<file path="src/rtl/ula_arb.sv">
// ula_arb: two-requester round-robin front end for one shared 4-bit ALU.
// Each operation takes IDLE -> EXEC (grant pulse) -> DONE (done pulse), so
// peak throughput is one operation every three cycles.
// Optional feature: define ULA_ARB_FLAGS_EN to add registered zero/carry
// flags (flag_z, flag_c) that update together with result.

// Team 4-bit ALU, purely combinational.
module ula (
   input  logic [2:0] op,
   input  logic [3:0] a,
   input  logic [3:0] b,
   output logic [3:0] y
);
   // Selector decode; 110/111 are unused codes and return zero.
   always_comb begin
      y = 4'b0000;
      case (op)
         3'b000:  y = a & b;
         3'b001:  y = a | b;
         3'b010:  y = ~a;
         3'b011:  y = ~(a & b);
         3'b100:  y = a + b;
         3'b101:  y = a - b;
         default: y = 4'b0000;
      endcase
   end
endmodule

module ula_arb (
   input  logic       clk,
   input  logic       rst_n,
   input  logic       req0,
   input  logic [2:0] op0,
   input  logic [3:0] a0,
   input  logic [3:0] b0,
   input  logic       req1,
   input  logic [2:0] op1,
   input  logic [3:0] a1,
   input  logic [3:0] b1,
   output logic       gnt0,
   output logic       gnt1,
   output logic       done0,
   output logic       done1,
   output logic [3:0] result,
   output logic       busy
`ifdef ULA_ARB_FLAGS_EN
   ,
   output logic       flag_z,
   output logic       flag_c
`endif
);

   typedef enum logic [1:0] {IDLE, EXEC, DONE} state_t;

   state_t     state, state_d;
   logic       cap;        // capture winner's operands this edge
   logic       pick;       // winner of the current arbitration (1 = req1)
   logic       win;        // requester owning the in-flight operation
   logic       last;       // last requester served (1 = req1)
   logic [2:0] op_r;
   logic [3:0] a_r, b_r;
   logic [3:0] alu_y;

   // Lone requester always wins; on a tie the one not served last wins.
   assign pick = (req0 && req1) ? ~last : req1;

   assign busy = (state != IDLE);

   // The ALU only ever sees the captured operands, so requester inputs may
   // change freely once the grant has been given.
   ula u_ula (
      .op (op_r),
      .a  (a_r),
      .b  (b_r),
      .y  (alu_y)
   );

   // Next-state logic; requests are only looked at in IDLE.
   always_comb begin
      state_d = state;
      cap     = 1'b0;
      case (state)
         IDLE: begin
            if (req0 || req1) begin
               cap     = 1'b1;
               state_d = EXEC;
            end
         end
         EXEC:    state_d = DONE;
         DONE:    state_d = IDLE;
         default: state_d = IDLE;
      endcase
   end

   // State register; reset aborts any in-flight operation.
   always_ff @(posedge clk) begin
      if (!rst_n) state <= IDLE;
      else        state <= state_d;
   end

   // Operand capture; no reset needed since these are only consumed after a capture.
   always_ff @(posedge clk) begin
      if (cap) begin
         win  <= pick;
         op_r <= pick ? op1 : op0;
         a_r  <= pick ? a1  : a0;
         b_r  <= pick ? b1  : b0;
      end
   end

   // Registered handshake pulses, result and round-robin pointer.
   always_ff @(posedge clk) begin
      if (!rst_n) begin
         gnt0   <= 1'b0;
         gnt1   <= 1'b0;
         done0  <= 1'b0;
         done1  <= 1'b0;
         result <= 4'b0000;
         last   <= 1'b1;
      end else begin
         gnt0  <= cap && !pick;
         gnt1  <= cap &&  pick;
         done0 <= (state == EXEC) && !win;
         done1 <= (state == EXEC) &&  win;
         if (state == EXEC) result <= alu_y;
         if (state == DONE) last   <= win;
      end
   end

`ifdef ULA_ARB_FLAGS_EN
   logic [4:0] sum5;
   logic       carry;

   // Carry for ADD, borrow for SUB, zero for everything else.
   always_comb begin
      sum5  = {1'b0, a_r} + {1'b0, b_r};
      carry = 1'b0;
      if (op_r == 3'b100)      carry = sum5[4];
      else if (op_r == 3'b101) carry = (a_r < b_r);
   end

   // Flags update on the same edge as result.
   always_ff @(posedge clk) begin
      if (!rst_n) begin
         flag_z <= 1'b0;
         flag_c <= 1'b0;
      end else if (state == EXEC) begin
         flag_z <= (alu_y == 4'b0000);
         flag_c <= carry;
      end
   end
`endif

endmodule
</file>
<file path="config.mk">
export PLATFORM = sky130hd
export DESIGN_NAME = ula_arb
export DESIGN_NICKNAME = d
export VERILOG_FILES = /design/src/rtl/ula_arb.sv
export SDC_FILE = /design/constraint.sdc
export NUM_CORES = 1
export LEC_CHECK = 0
export CORE_ASPECT_RATIO = 2
export CORE_MARGIN = 2
export CORE_UTILIZATION = 30
export DETAILED_ROUTE_END_ITERATION = 10
export PLACE_DENSITY = 0.54
export SYNTH_ARGS = -nofsm -noshare
export SYNTH_HDL_FRONTEND = slang
export SYNTH_HIERARCHICAL = 1
export SYNTH_SLANG_ARGS = --single-unit
</file>
<file path="constraint.sdc">
create_clock -name clk -period 2.77 [get_ports clk]
set_clock_uncertainty 0.1 [all_clocks]
set_input_delay 0.554 -clock clk [delete_from_list [all_inputs] [get_ports clk]]
set_output_delay 0.554 -clock clk [all_outputs]
set_load 0.02 [all_outputs]
</file>
After elaboration in Yosys (flattened, before gate mapping)
Index checks and enable logic that the tools add are counted.

Input port bits: 26. Register bits: 23. Word-level logic and storage cells: 46. Output and inout port bits: 9.

Multiplexer cells: 9. Bitwise gates (word level): 5. Reductions and logical operators: 11. Eq/ne operators: 8. Add/sub/neg operators: 2.

Operators by type and width (number): 4-bit case mux with 6 select lines (1); 4-bit 2-to-1 mux (2); 4-bit inverter (2); 3-bit by 2-bit equality test with 1-bit output (second input constant) (2); 3-bit equality test (second input constant) (2); 1-bit logical AND (5); 4-bit adder (1); 4-bit bitwise AND (1); 4-bit OR (1); 2-bit case mux with 2 select lines (1); 4-bit subtractor (1); 3-bit by 1-bit equality test with 1-bit output (second input constant) (1); 3-bit logical NOT (1); 1-bit 2-to-1 mux (3); 3-bit 2-to-1 mux (1); 2-bit by 1-bit equality test with 1-bit output (second input constant) (1); 2-bit equality test (second input constant) (1); 1-bit logical NOT (2); 2-bit logical NOT (1); 2-bit 2-to-1 mux (1); 2-bit inequality test (second input constant) (1); 2-bit nonzero test (1); 1-bit logical OR (1); 1-bit inverter (1).

Depth between registers and ports, before layout
Gate-level depths: netlist of run 1.

Depth in word-level cells: 4. Mapped depth: 12. Depth with buffers taken out: 11.

Cells and area by module
The synthesis of run 1 kept the hierarchy.

By module, submodules not included: ula_arb (times used 1, area each 927.1 um2, seq. area each 580.6 um2, cells an instance 66); ula (times used 1, area each 380.4 um2, seq. area each 0.0 um2, cells an instance 52).

Worst setup path before layout of run 1
Ideal clock, no wire load.

Kind: reg-to-reg. From: register b_r[0]. To: register result[3]. Setup time: 0.076 ns. Data required time: 2.594 ns. Stages on the path, launching flop included: 12. Period minus slack after synthesis: 2.012 ns. Arrival: 1.836 ns. Path slack: 0.758 ns. Path buffers: 0. Path through: edfxtp_1 > inv_1 > ha_1 > a21o_1 > inv_1 > ha_1 > nor2b_1 > o21ai_0 > o2111ai_1 > o221ai_2 > nand2_1 > a21boi_0.

Word-level cells in the longest chain between the ends: 2. Elaborated cells between the ends (all ways): 3. Those cells by class: 2 x add/sub; 1 x mux.

Ends and longest elaborated chain: from (decl) (line 61) `logic [3:0] a_r, b_r;`; from (signal assigned) (line 107) `b_r <= pick ? b1 : b0;`; 4-bit subtractor or 4-bit adder (tied branches) (line 23, 22); 4-bit case mux with 6 select lines (*) (line 17) `case (op)`; net alu_y[3] (line 62) `logic [3:0] alu_y;`; to (signal assigned) (line 125) `if (state == EXEC) result <= alu_y;`; to (decl) (line 44) `output logic [3:0] result,`.

Mark *: on every way through the listed nets, which the timed path passes. The rest lies on a longest branch. A chain may end at the register's enable or synchronous reset.

Worst setup path after layout of run 1
From: register op_r[1]. To: register result[3].

Word-level cells in the longest chain between the ends: 2. Elaborated cells between the ends (all ways): 7. Those cells by class: 5 x eq/ne; 1 x mux; 1 x reduce/logical.

Ends and longest elaborated chain: from (decl) (line 60) `logic [2:0] op_r;`; from (signal assigned) (line 105) `op_r <= pick ? op1 : op0;`; 3-bit equality test, or another cell as far along (line 17); 4-bit case mux with 6 select lines (*) (line 17); net alu_y[3] (line 62).

Marks and branches as above.

==> metrics, run 1 <==
mean routed wirelength per cell 10.2 um; Sw Ratio 0.270; Mapped Nets 151; first-pass GRT wire length 3720 um; row count 34; Min-Delay Path Class reg -> reg; Initial Util 0.307; reg2reg setup slack 0.50 ns; status complete, no violations; final setup margin 0.503 ns; required time of the critical path 2.86 ns; Worst setup EP type register; sequential-to-total area share from yosys stat 0.444; nets 189; Critical Path Source Type register; Post-CTS Resized 0; Yosys Warn Count 6; top_reg_cell synth edfxtp_1; Final Max Tran Viols 0; Final Wtd Congestion 0.840; Antenna Cells 0; setup violation total in the final timing report 0; largest net degree at the start of global routing 14; pre-CTS setup slack 0.473 ns; Fin Setup TNS 0 ns; Hold Fails Final Rpt 0; postcts setup bufs 0; core box area 4250 um2; initial detailed-routing violation count 16; CTS Buffer Depth 2; Final Power 0.864 mW; clock share of power 0.230; Worst-Margin Slew 0.497 ns; CP Cell Sequence nand3b_1 > nor2_1 > a21o_1 > inv_1 > ha_1 > nor2b_1 > o21ai_0 > o2111ai_1 > o221ai_2 > nand2_1 > a21boi_0; worst-skew pair later-pin latency 0.26 ns; CTS tree built; Layout fillers 427; Top Ports 35; Mapped Cells 118; Yosys top cell by area edfxtp_1; commonest cells after routing, fill and taps aside clkdlybuf4s50_1, edfxtp_1, nand2_1, dfxtp_1, inv_1; Sink Count 23; Area after DPL 1700 um2; leak pwr 0.693 nW; Mapped Avg Cell Area 11.1 um2; CTS Root Cell clkbuf_8; vias per cell 4.40; Top delay family on crit path compound AO/OA/AOI/OAI gates; maximum vdd drop 0.302 mV; fin util 0.411; fin cells 209; P_sw 0.233 mW; RSZ-0062 raised after global routing no; WS Path Type reg -> reg; DRT Pass-1 Iters 4; maxcap violations 0; register share of total power 0.488; PwrDens 494 nW/um2; post-synth cell types 36; Detail Route Antenna Nets 0; DPL Wire Length 1810 um; Reg clk slew, reported paths 0.08 ns; Inst Count DP 205; GR Util All Layers 0.0959; Post-Syn Area 1310 um2; area grow syn2layout 33.7%; antenna violations before repair 0; f_max 441 MHz; Hold Slack 0.371 ns; number of synthesized flops with an enable pin 12; Finished Cell Area 1750 um2; most common cell after layout, fill and taps aside clkdlybuf4s50_1; vias 919; cts-stage hold buffer count 0; cell internal pwr 0.631 mW; top fanout value on the critical path 11; Synth area leaders edfxtp_1, dfxtp_1, mux2_4; Die Y-Extent 97.4 um; chip width 50.7 um; Comb power frac 0.282; layout cells sized above 1 0.142; Slew headroom 0.668; min Tclk post-route 2.27 ns; CP Buf/Inv Count 1; period utilisation layout 0.819; CP max stage cell edfxtp_1; H-tree level count 1; GRT overflow 0; Worst EP arrival 2.36 ns; CTS buffer count 3; DRC errors left 0; Routed Wire Length 2140 um; Synth top area share 0.276; post-synthesis register bit count 23; DIE AREA 4930 um2; Async SR Flop Fraction 0; PortBufs 34; CP max stage delay 0.52 ns; vias in the first global route 878
## cell families after synthesis
| kind of cell | share of synthesized area |
|---|---|
| xor+xnor | 0.0201 |
| fa+ha+maj | 0.0880 |
| mux | 0.141 |
| flops | 0.444 |
| simple gates | 0.129 |
| buf+inv | 0.0478 |
| compound gates | 0.130 |
## Yosys cell counts (2+ instances only)
library cell and instances:
o21ai_0 5, inv_1 9, nand2_1 11, dfxtp_1 11, mux2_2 3, a21boi_0 4
a21o_1 2, nor2_1 8, nor2b_1 3, nand2b_1 3, maj3_1 2, mux2_4 8
xor2_1 2, edfxtp_1 12, a21oi_1 5, o22ai_1 2, o211ai_1 2, ha_1 6
mux2i_1 3
## worst reg2reg max path: cells and delay by family, from the launching register on
family	cells	cell delay, ns
buffers and inverters	1	0.05
DFF	1	0.52
and+or+nand+nor	4	0.58
adders and majority gates	1	0.25
AOI/OAI and AO/OA	5	0.70
## power groups by stage
| stage | sequential [mW] | combinational (mW) | clock [mW] |
|---|---|---|---|
| 6_report | 0.421 | 0.244 | 0.199 |
| 5_1_grt | 0.426 | 0.276 | 0.222 |
| 4_1_cts | 0.422 | 0.248 | 0.209 |
| 3_5_place_dp | 0.430 | 0.247 | 0 |
| 3_3_place_gp | 0.430 | 0.247 | 0 |
| 2_1_floorplan | 0.429 | 0.158 | 0 |
## state kept, by name, indices dropped and copies added, names as in the netlist, 2 cells and up
register	flops
state	2
op_r	3
result	4
b_r	4
a_r	4
## worst paths after layout
path,startpoint,endpoint,depth (start not counted)
worst max register to register,op_r[1]$_DFFE_PP_,result[3]$_SDFFE_PN0N_,11
worst min register to register,result[3]$_SDFFE_PN0N_,result[3]$_SDFFE_PN0N_,2
worst min-delay path,result[3]$_SDFFE_PN0N_,result[3]$_SDFFE_PN0N_,2
worst max-delay path,op_r[1]$_DFFE_PP_,result[3]$_SDFFE_PN0N_,11
## metal layers
| metal | part of all wire | GRT usage | up-vias | routed length, um |
|---|---|---|---|---|
| met5 | 0 | 0 | - | 0 |
| met4 | 0.0093 | 0.0312 | 0 | 20 |
| met3 | 0.048 | 0.0200 | 2 | 103 |
| met2 | 0.49 | 0.163 | 31 | 1050 |
| met1 | 0.45 | 0.118 | 399 | 963 |
| li1 | - | - | 487 | - |
## layout make-up
class                      instances  area [um2]  share of cell area
multi-input combinational         83         664               0.380
sequential                        23         581               0.332
inverter                           9        33.8              0.0193
clock inverter                     1        5.00             0.00286
clock buffer                       3        41.3              0.0236
tap                               54        67.6              0.0387
timing repair buffer              36         355               0.203
No activity file was read; power rests on OpenSTA's default activity.
==> run 2, diff against run 1 <==
- clock period: 2.77 -> 2.2 ns (I/O delays scaled with it)
==> metrics, run 2 (synthesized netlist as in run 1, its figures left out) <==
footprint of the multi-input gates 668 um2 (was 664 um2); area grow syn2layout 40.1% (was 33.7%); DIE AREA 4930 um2 (unchanged); maximum vdd drop 0.381 mV (was 0.302 mV); PortBufs 34 (unchanged); PwrDens 618 nW/um2 (was 494 nW/um2); Worst setup EP type register (unchanged); vias in the first global route 1005 (was 878); required time of the critical path 2.30 ns (was 2.86 ns); vias 993 (was 919); register share of total power 0.464 (was 0.488); chip width 50.7 um (unchanged); Critical Path Source Type register (unchanged); Hold Fails Final Rpt 0 (unchanged); initial detailed-routing violation count 11 (was 16); Slew headroom 0.805 (was 0.668); nets 198 (was 189); Worst-Margin Slew 0.289 ns (was 0.497 ns); mean routed wirelength per cell 11.3 um (was 10.2 um); H-tree level count 1 (unchanged); Die Y-Extent 97.4 um (unchanged); CP Cell Sequence inv_2 > ha_1 > a21o_1 > buf_4 > fa_1 > xor2_1 > o22ai_1 > nand2_1 > a21boi_1 (was nand3b_1 > nor2_1 > a21o_1 > inv_1 > ha_1 > nor2b_1 > o21ai_0 > o2111ai_1 > o221ai_2 > nand2_1 > a21boi_0); largest registers a_r: 4 flops, b_r: 4 flops, result: 4 flops (unchanged); fin util 0.431 (was 0.411); CTS tree built (unchanged); Min-Delay Path Class reg -> reg (unchanged); Detail Route Antenna Nets 0 (unchanged); DPL Wire Length 2050 um (was 1810 um); commonest cells after routing, fill and taps aside clkdlybuf4s50_1, edfxtp_1, nand2_1, dfxtp_1, buf_4 (was clkdlybuf4s50_1, edfxtp_1, nand2_1, dfxtp_1, inv_1); GRT overflow 0 (unchanged); CTS Root Cell clkbuf_8 (unchanged); maxcap violations 0 (unchanged); Reg clk slew, reported paths 0.08 ns (about the same); status complete, no violations (unchanged); f_max 478 MHz (was 441 MHz); first-pass GRT wire length 4130 um (was 3720 um); worst-skew pair later-pin latency 0.26 ns (about the same); antenna violations before repair 0 (unchanged); period utilisation layout 0.950 (was 0.819); row count 34 (unchanged); cts-stage hold buffer count 0 (unchanged); Worst EP arrival 2.19 ns (was 2.36 ns); layout cells sized above 1 0.207 (was 0.142); vias per cell 4.56 (was 4.40); leak pwr 0.739 nW (was 0.693 nW); Final Max Tran Viols 0 (unchanged); GR Util All Layers 0.106 (was 0.0959); min Tclk post-route 2.09 ns (was 2.27 ns); Sw Ratio 0.275 (was 0.270); clock share of power 0.222 (was 0.230); final setup margin 0.109 ns (was 0.503 ns); DRC errors left 0 (unchanged); P_sw 0.311 mW (was 0.233 mW); pre-CTS setup slack -0.0181 ns (was 0.473 ns); cell internal pwr 0.821 mW (was 0.631 mW); Antenna Cells 0 (unchanged); WS Path Type reg -> reg (unchanged); DRT Pass-1 Iters 4 (unchanged); Final Wtd Congestion 0.831 (was 0.840); Area after DPL 1770 um2 (was 1700 um2); setup violation total in the final timing report 0 (unchanged); fin cells 218 (was 209); CTS buffer count 3 (unchanged); Routed Wire Length 2470 um (was 2140 um); largest net degree at the start of global routing 14 (unchanged); core box area 4250 um2 (unchanged); CTS Buffer Depth 2 (unchanged); Finished Cell Area 1830 um2 (was 1750 um2); CP max stage delay 0.42 ns (was 0.52 ns); Sink Count 23 (unchanged); Layout fillers 427 (unchanged); CP max stage cell edfxtp_1 (unchanged); top fanout value on the critical path 3 (was 11); RSZ-0062 raised after global routing no (unchanged); most common cell after layout, fill and taps aside clkdlybuf4s50_1 (unchanged); Comb power frac 0.314 (was 0.282); Reg area 581 um2 (unchanged); Fin Setup TNS 0 ns (unchanged); Inst Count DP 213 (was 205); Top Ports 35 (unchanged); Initial Util 0.307 (unchanged)
-- run 2: layout make-up --
type / instances / share of cell area
Timing Repair Buffer: 45 / 0.238
Clock buffer: 3 / 0.0225
Clock inverter: 1 / 0.00273
Inverter: 9 / 0.0184
Multi-Input combinational cell: 83 / 0.365
Tap cell: 54 / 0.0369
Sequential cell: 23 / 0.317
-- run 2: critical path, delay by kind of cell (launching register included) --
family / cells / cell delay, ns
XOR/XNOR: 1 / 0.17
flip-flops: 1 / 0.42
AO/OA/AOI/OAI: 3 / 0.44
adder cells (fa/ha/maj): 2 / 0.62
buffers and inverters: 2 / 0.21
AND/OR/NAND/NOR: 1 / 0.07
-- run 2: timing repair --
item                       in CTS  in global routing
setup endpoints to repair       2                  2
resized for setup               1                  4
pin swaps                       0                  1
buffers inserted                1                  0
-- run 2: path summary, 6_finish.rpt --
kind / slack [ns] / cells after the start / end / startpoint
min: 0.35 / 2 / result[2]$_SDFFE_PN0N_ / result[2]$_SDFFE_PN0N_
min reg2reg: 0.35 / 2 / result[2]$_SDFFE_PN0N_ / result[2]$_SDFFE_PN0N_
max: 0.11 / 9 / result[2]$_SDFFE_PN0N_ / b_r[1]$_DFFE_PP_
max reg2reg: 0.11 / 9 / result[2]$_SDFFE_PN0N_ / b_r[1]$_DFFE_PP_
-- run 2: layer usage --
layer	part of all wire	GRT usage	routed length, um
met4	0.0053	0.0249	13
met3	0.058	0.0215	144
met5	0	0	0
met2	0.55	0.209	1350
met1	0.39	0.108	959
-- run 2: through the flow --
stage	power (mW)	hold WS [ns]
floorplan	0.740	0.325
global placement	0.879	0.352
detailed placement	0.884	0.356
CTS	1.14	0.368
global route	1.20	0.389
finish	1.13	0.353
-- run 2: power groups by stage --
| stage | logic (mW) | registers [mW] | clock network (mW) |
|---|---|---|---|
| floorplan | 0.199 | 0.541 | 0 |
| global placement | 0.344 | 0.535 | 0 |
| detailed placement | 0.348 | 0.536 | 0 |
| CTS | 0.354 | 0.525 | 0.265 |
| global route | 0.389 | 0.531 | 0.283 |
| finish | 0.355 | 0.525 | 0.252 |
